<file path="config.mk">
export PLATFORM = sky130hd
export DESIGN_NAME = rs_bank
export DESIGN_NICKNAME = d
export VERILOG_FILES = /design/src/rtl/rs_bank.sv
export SDC_FILE = /design/constraint.sdc
export NUM_CORES = 2
export LEC_CHECK = 0
export ABC_AREA = 1
export CORE_AREA = 2 2 338 340
export CTS_BUF_LIST = sky130_fd_sc_hd__clkbuf_4
export DETAILED_ROUTE_END_ITERATION = 10
export DIE_AREA = 0 0 340 342
export GPL_ROUTABILITY_DRIVEN = 0
export PLACE_DENSITY = 0.62
export SLEW_MARGIN = 25
export SYNTH_ARGS = -nofsm -noshare
export SYNTH_HDL_FRONTEND = slang
export SYNTH_SLANG_ARGS = --single-unit
</file>
<file path="constraint.sdc">
create_clock -name clock -period 8.01 [get_ports clock]
set_input_delay 1.602 -clock clock [delete_from_list [all_inputs] [get_ports clock]]
set_output_delay 1.602 -clock clock [all_outputs]
set_load 0.02 [all_outputs]
</file>
<file path="src/rtl/rs_bank.sv">
// Reservation-station entry bank: in-order dispatch allocation, CDB wakeup, issue clears, flush.
// Optional RS_DISPATCH_WAKEUP_EN: a dispatching source that matches a same-cycle CDB tag is written ready.
module rs_bank #(
    parameter int N     = 8,
    parameter int W     = 2,
    parameter int C     = 2,
    parameter int K     = 2,
    parameter int TAG_W = 6,
    parameter int P     = 64
) (
    input  logic                      clock,
    input  logic                      reset,
    input  logic                      flush,
    input  logic [W-1:0]              disp_valid,
    input  logic [W*TAG_W-1:0]        disp_src1_tag,
    input  logic [W*TAG_W-1:0]        disp_src2_tag,
    input  logic [W*TAG_W-1:0]        disp_dest_tag,
    input  logic [W-1:0]              disp_src1_rdy,
    input  logic [W-1:0]              disp_src2_rdy,
    input  logic [W*P-1:0]            disp_payload,
    input  logic [C-1:0]              cdb_valid,
    input  logic [C*TAG_W-1:0]        cdb_tag,
    input  logic [K-1:0]              clear_valid,
    input  logic [K*$clog2(N)-1:0]    clear_idx,
    output logic [N-1:0]              ent_valid,
    output logic [N-1:0]              ent_ready,
    output logic [N*TAG_W-1:0]        ent_src1_tag,
    output logic [N*TAG_W-1:0]        ent_src2_tag,
    output logic [N*TAG_W-1:0]        ent_dest_tag,
    output logic [N*P-1:0]            ent_payload,
    output logic [$clog2(N+1)-1:0]    free_count,
    output logic                      overflow_err
);

    localparam int IW = $clog2(N);
    localparam int CW = $clog2(N + 1);

    logic [N-1:0]       valid_q, valid_d, s1_q, s1_d, s2_q, s2_d, ready_q, ready_d;
    logic [N*TAG_W-1:0] src1_tag_q, src1_tag_d, src2_tag_q, src2_tag_d, dest_tag_q, dest_tag_d;
    logic [N*P-1:0]     payload_q, payload_d;
    logic [CW-1:0]      free_q, free_d;
    logic               ovf_q, ovf_d;
    logic [N-1:0]       taken_s, clr_mask_s;
    logic               found_s;
    logic [CW-1:0]      pop_s;
    logic [TAG_W-1:0]   tag1_s, tag2_s;

    function automatic logic cdb_hit(input logic [TAG_W-1:0] tag,
                                     input logic [C-1:0] v,
                                     input logic [C*TAG_W-1:0] t);
        logic hit;
        hit = 1'b0;
        for (int c = 0; c < C; c++) begin
            hit = hit | (v[c] & (t[c*TAG_W +: TAG_W] == tag));
        end
        return hit;
    endfunction

    // Next-state: wakeup, then clears, then dispatch into entries free at the start of the cycle.
    always_comb begin
        valid_d    = valid_q;
        s1_d       = s1_q;
        s2_d       = s2_q;
        src1_tag_d = src1_tag_q;
        src2_tag_d = src2_tag_q;
        dest_tag_d = dest_tag_q;
        payload_d  = payload_q;
        taken_s    = {N{1'b0}};
        clr_mask_s = {N{1'b0}};
        found_s    = 1'b0;
        ovf_d      = 1'b0;
        pop_s      = {CW{1'b0}};
        tag1_s     = {TAG_W{1'b0}};
        tag2_s     = {TAG_W{1'b0}};

        for (int e = 0; e < N; e++) begin
            s1_d[e] = s1_q[e] | (valid_q[e] & cdb_hit(src1_tag_q[e*TAG_W +: TAG_W], cdb_valid, cdb_tag));
            s2_d[e] = s2_q[e] | (valid_q[e] & cdb_hit(src2_tag_q[e*TAG_W +: TAG_W], cdb_valid, cdb_tag));
        end

        // A clear beats a same-cycle wakeup; clearing an invalid entry changes nothing visible.
        for (int k = 0; k < K; k++) begin
            clr_mask_s = clr_mask_s |
                ({{(N-1){1'b0}}, clear_valid[k]} << clear_idx[k*IW +: IW]);
        end
        valid_d = valid_d & ~clr_mask_s;
        s1_d    = s1_d & ~clr_mask_s;
        s2_d    = s2_d & ~clr_mask_s;

        for (int w = 0; w < W; w++) begin
            found_s = 1'b0;
            if (disp_valid[w]) begin
                tag1_s = disp_src1_tag[w*TAG_W +: TAG_W];
                tag2_s = disp_src2_tag[w*TAG_W +: TAG_W];
                for (int e = 0; e < N; e++) begin
                    if (!found_s && !valid_q[e] && !taken_s[e]) begin
                        found_s    = 1'b1;
                        taken_s[e] = 1'b1;
                        valid_d[e] = 1'b1;
`ifdef RS_DISPATCH_WAKEUP_EN
                        s1_d[e] = disp_src1_rdy[w] | (tag1_s == {TAG_W{1'b0}}) |
                                  cdb_hit(tag1_s, cdb_valid, cdb_tag);
                        s2_d[e] = disp_src2_rdy[w] | (tag2_s == {TAG_W{1'b0}}) |
                                  cdb_hit(tag2_s, cdb_valid, cdb_tag);
`else
                        s1_d[e] = disp_src1_rdy[w] | (tag1_s == {TAG_W{1'b0}});
                        s2_d[e] = disp_src2_rdy[w] | (tag2_s == {TAG_W{1'b0}});
`endif
                        src1_tag_d[e*TAG_W +: TAG_W] = tag1_s;
                        src2_tag_d[e*TAG_W +: TAG_W] = tag2_s;
                        dest_tag_d[e*TAG_W +: TAG_W] = disp_dest_tag[w*TAG_W +: TAG_W];
                        payload_d[e*P +: P]          = disp_payload[w*P +: P];
                    end else begin
                        taken_s[e] = taken_s[e];
                    end
                end
                ovf_d = ovf_d | ~found_s;
            end else begin
                ovf_d = ovf_d;
            end
        end

        if (flush) begin
            valid_d = {N{1'b0}};
            s1_d    = {N{1'b0}};
            s2_d    = {N{1'b0}};
            ovf_d   = 1'b0;
        end else begin
            valid_d = valid_d;
        end

        ready_d = valid_d & s1_d & s2_d;
        for (int e = 0; e < N; e++) begin
            pop_s = pop_s + {{(CW-1){1'b0}}, valid_d[e]};
        end
        free_d = CW'(N) - pop_s;
    end

    // Control state: valid/ready bits, free count and overflow pulse.
    always_ff @(posedge clock) begin
        if (reset) begin
            valid_q <= {N{1'b0}};
            s1_q    <= {N{1'b0}};
            s2_q    <= {N{1'b0}};
            ready_q <= {N{1'b0}};
            free_q  <= CW'(N);
            ovf_q   <= 1'b0;
        end else begin
            valid_q <= valid_d;
            s1_q    <= s1_d;
            s2_q    <= s2_d;
            ready_q <= ready_d;
            free_q  <= free_d;
            ovf_q   <= ovf_d;
        end
    end

    // Data fields are meaningless while an entry is invalid, so they carry no reset.
    always_ff @(posedge clock) begin
        src1_tag_q <= src1_tag_d;
        src2_tag_q <= src2_tag_d;
        dest_tag_q <= dest_tag_d;
        payload_q  <= payload_d;
    end

    assign ent_valid    = valid_q;
    assign ent_ready    = ready_q;
    assign ent_src1_tag = src1_tag_q;
    assign ent_src2_tag = src2_tag_q;
    assign ent_dest_tag = dest_tag_q;
    assign ent_payload  = payload_q;
    assign free_count   = free_q;
    assign overflow_err = ovf_q;

endmodule

</file>
# == Word-level counts from Yosys, hierarchy flattened ==
# Cells that the tools add are included.
# op_classes
n_shift,2
add_sub_neg,8
mux,171
reduce_logical,57
n_bitwise,94
n_mul,0
n_div,0
eq_ne,32
n_lt_le_gt_ge,0
# op_table
cell,n
2-to-1 mux 512 bit,2
2-to-1 mux 64 bit,16
2-to-1 mux 48 bit,6
2-to-1 mux 6 bit,48
== test 6 bit,32
2-to-1 mux 1 bit,89
2-to-1 mux 8 bit,10
bitwise AND 1 bit,48
bitwise AND 8 bit,5
bitwise OR 1 bit,37
logical NOT 1 bit,30
logical NOT 6 bit,4
logical AND 1 bit,22
adder 4 x 1 -> 4 bit,4
left shift 1 x 3 -> 8 bit,2
inverter 8 bit,1
bitwise OR 8 bit,1
adder 3 x 1 -> 4 bit,1
subtractor 4 bit (first input constant),1
adder 2 x 1 -> 3 bit,1
adder 1 x 1 -> 2 bit,1
inverter 1 bit,2
OR reduction 2 bit,1
# word_totals
ram_bits,0
output_inout_bits,677
in_bits,195
memories,0
latchBits,0
rom_bits,0
reg_bits,693

# == Logic depth before layout (Yosys ltp) ==
# depth
depth_word,78
depth_mapped,22
mapped_depth_nobuf,20

# == Least setup slack after synthesis ==
# Ideal clock, no wire load.
# synth_path
path_type,input port to flip-flop
startpoint,in disp_valid[0]
endpoint,"reg free_q[3], in the netlist free_count[3]"
arrival_time_ns,4.705
setup_ns,0.123
cell_stages,20
n_path_buf,1
setup_slack_ns,3.181
path_cell_list,nand2_1 -> a21oi_1 -> nand2_1 -> inv_2 -> nand3_2 -> nor2_2 -> inv_2 -> buf_2 -> nand3_1 -> inv_1 -> nor2_1 -> fa_1 -> inv_1 -> ha_1 -> inv_1 -> fa_1 -> inv_1 -> fa_1 -> ha_1 -> or2_2
# synth_via
word_cells_on_any_way,64
# synth_rtl
element,line_no,text
from (decl),14,"input logic [W-1:0] disp_valid,"
2-to-1 mux 8 bit,92,if (disp_valid[w]) begin
logical NOT 1 bit,96,if (!found_s && !valid_q[e] && !taken_s[e]) begin
logical AND 1 bit,96,
2-to-1 mux 1 bit,96,
2-to-1 mux 1 bit,92,
logical NOT 1 bit,96,
logical AND 1 bit (2 in a row),96,
2-to-1 mux 1 bit,96,
(+9 left out),--,
2-to-1 mux 1 bit,96,
2-to-1 mux 8 bit *,92,
2-to-1 mux 8 bit *,123,if (flush) begin
named net valid_d[3],38,"logic [N-1:0] valid_q, valid_d, s1_q, s1_d, s2_q, s2_d, ready_q, ready_d;"
adder 3 x 1 -> 4 bit *,134,"pop_s = pop_s + {{(CW-1){1'b0}}, valid_d[e]};"
adder 4 x 1 -> 4 bit * (4 in a row),134,
subtractor 4 bit *,136,free_d = CW'(N) - pop_s;
named net free_d[3],41,"logic [CW-1:0] free_q, free_d;"
to (signal assigned),146,free_q <= CW'(N);
to (signal assigned),153,free_q <= free_d;
to (decl),41,
# Mark *: on every way through the listed nets, which the timed path passes. The rest lies on a longest branch. The select of a mux whose other input is x is not followed.
# A chain may end at the register's enable or synchronous reset.

# == Worst setup path after layout ==
# Ends and elaborated chain as after synthesis.

==> results.ini <==
[status]
outcome=finished, final reports clean

[critical_path]
crit_type=input port to flop
setup.worst_path.end_class=flop
crit_path_start_kind=input port
required_ns=8.91
crit_fanout=85
cp.arrival_ns=6.09

[clock_tree]
holdBufCountCts=0
clkTransAtPathRegs_ns=0.06
ctsResizeCount=0
cts_tree=done
numCtsBuffers=196
cts_root_buf=clkbuf_4
post-cts-setup-buffers=0
clock_path_buffers=3
clock-sinks=693
cts-htree-levels=4
clock_latency_ns=1.12

[grt]
antenna_found_initial=12
grt_first_pass_wirelength_um=230000
grt_start_max_net_pins=167
grt_usage_pct=26.6
grt_pass1_vias=32200
grt-ovfl-total=0

[yosys]
synthAdderAreaFrac_pct=0.415
synth_cells=4431
yosys.area_share.simple_pct=18.5
yosys_warnings=0
synth-compound-area-share_pct=26.7
synth_seq_cells=693
synth_top_family_by_area=compound AO/OA/AOI/OAI gates
syn_avg_cell_area_um2=7.07
synth_top_area_share_pct=44.3
synth_edf_count=0
synth_area_leaders=dfxtp_1 44%, nand2_1 14%, o21ai_0 10%
synth.distinct_cells=32
syn_nets=4634
muxShareOfSynthArea_pct=0
ys.flop_type=dfxtp_1
ys_async_sr_fraction_pct=0
synth_top_cell_by_area=dfxtp_1
yosysSeqAreaShare_pct=44.3
synth_xor_area_share_pct=0.699
syn_area_um2=31300

[layout]
drive_gt1_share_pct=7.38
seq_area_um2=13900
syn_to_final_growth_pct=39.3
finalNetCount=5421
nFillCells=11800
finalNonFillerCells=6895
multi_input_area_um2=14600
fin_util_pct=38.6

[pwr]
power_density_nw_per_um2=222
internal_power_w=0.00650
p_comb_share_pct=22.5
switchingPower_w=0.00321
swShare_pct=33.1
clockPowerShare_pct=35.4
p_leak_nw=17.4
seq_power_share_pct=42.1
ir_drop_v=0.000123

[route]
wl_per_cell_um=23.6
ant_nets=0
routed_via_density=5.21
vias=35900
dr.first_iter.drc_count=4280
routed_wl_um=163000
first_pass_iters=9
drcViolationCount=0

[placed_design]
place_ws_ns=1.83
dp.cells=6532
hpwl_um=112000
port_buffers=871

[sta]
timing.final.crit_period_ns=5.19
tns_ns=0
setup_ws_ns=2.82
final_max_slew_viol_count=0
hold_viol=0
tightest_slew_ns=1.14
post-route-period-util_pct=64.8
finalSetupViolations=0
finClkSkew_ns=0.107
rsz0062_at_grt=false
max_slew_margin_pct=23.5
timing.fmax_mhz=193

[floorplan]
io-pin-count=872
core_area_um2=113000
die_x_um=340
initial_core_util_pct=27.7
dieArea_um2=116000
fp-row-count=124
die_y_um=342

[job]
cap_violations=0

[min_path]
hp-class=flop to flop

## stage by stage
| step | hold slack (ns) | power [W] | area, um2 |
|---|---|---|---|
| floorplan | 0.519 | 0.00507 | 31300 |
| global placement | 0.493 | 0.00628 | 41100 |
| detailed placement | 0.496 | 0.00629 | 41100 |
| CTS | 0.516 | 0.00974 | 43600 |
| global route | 0.538 | 0.0101 | 43600 |
| finish | 0.515 | 0.00971 | 43700 |
## flip-flops by register name (all words and copies together) (netlist names), 4 cells and up
signal,cells
ent_src1_tag,48
ent_valid,8
free_count,4
ent_src2_tag,48
s2_q,8
ent_ready,8
ent_dest_tag,48
ent_payload,512
s1_q,8
## worst max-delay path, stage by stage
cell and delay (ns):
clkdlybuf4s50_1 0.58, nand2_1 0.14, a21oi_1 0.22, nand2_1 0.10
inv_2 0.07, nand3_2 0.12, nor2_2 0.39, inv_6 0.30
nand3_1 0.20, inv_1 0.07, nor2_1 0.14, fa_1 0.46
inv_1 0.09, ha_1 0.14, inv_1 0.05, fa_1 0.50
inv_1 0.06, fa_1 0.38, ha_1 0.21, or2_2 0.26
## cells in the final DEF, fill, tap and decap left out, drive strengths merged, types with 27 or more instances in the layout
cell type | netlist | layout
clkdlybuf4s50 | 0 | 869
clkbuf | 211 | 296
o22ai | 192 | 192
o21ai | 841 | 841
nand2 | 1137 | 1137
inv | 439 | 446
a21oi | 82 | 82
clkinv | 4 | 42
dfxtp | 693 | 693
nor2 | 240 | 240
buf | 109 | 40
nand4 | 27 | 27
nand3 | 59 | 59
o211ai | 332 | 332
## final cells by class
class	instances	share of cell area, %
sequential	693	31.8
clock inverter	49	0.751
inverter	443	3.90
tap	1512	4.33
clock buffer	296	5.09
antenna	18	0.103
multi-input combinational	2975	33.4
timing repair buffer	909	20.6
## kinds of logic (layout without fill, tap and decap cells)
kind of cell / Yosys count / in the layout
fa+ha+maj: 8 / 8
other cells: 0 / 18
compound gates: 1452 / 1452
buf+inv: 763 / 1697
simple gates: 1490 / 1490
xor+xnor: 25 / 25
flops: 693 / 693
## power by group through the flow
stage	Sequential (W)	Combinational (W)	Clock, W
after detailed placement	0.00414	0.00216	0
after global placement	0.00414	0.00215	0
final	0.00408	0.00219	0.00344
after global routing	0.00411	0.00230	0.00369
after floorplan	0.00446	0.000607	0
after CTS	0.00407	0.00217	0.00351
## Yosys cell counts, types with 3 or more instances
master,n
ha_1,4
nand2_1,1137
xor2_1,24
buf_1,40
clkbuf_1,210
nand3_1,56
or2_2,6
o211ai_1,332
nor2_1,235
nor3_1,19
o21ai_1,188
clkinv_1,4
inv_1,422
fa_1,4
dfxtp_1,693
nand4_1,27
buf_2,69
a21oi_1,81
o22ai_1,192
o21ai_0,653
nand3_2,3
inv_2,17
nor2_2,4
## worst paths after layout
path,start,endpoint,slack (ns),cells after the start
max,disp_valid[0],free_count[3]$_SDFF_PP1_,2.82,20
min,ent_payload[173]$_DFF_P_,ent_payload[173]$_DFF_P_,0.51,2
max reg2reg,ent_valid[2]$_SDFF_PP0_,free_count[3]$_SDFF_PP1_,3.19,18
min reg2reg,ent_payload[173]$_DFF_P_,ent_payload[173]$_DFF_P_,0.51,2
## layer usage
| layer | routed length [um] | part of all wire, % | global-route usage, % | vias to the layer above |
|---|---|---|---|---|
| met2 | 72100 | 44 | 41.1 | 2289 |
| met1 | 64900 | 40 | 33.9 | 16700 |
| met3 | 18700 | 11 | 8.31 | 401 |
| met5 | 0 | 0 | 0 | - |
| met4 | 7020 | 4.3 | 11.8 | 0 |
| li1 | - | - | - | 16600 |
(Power assumes the default switching activity.)
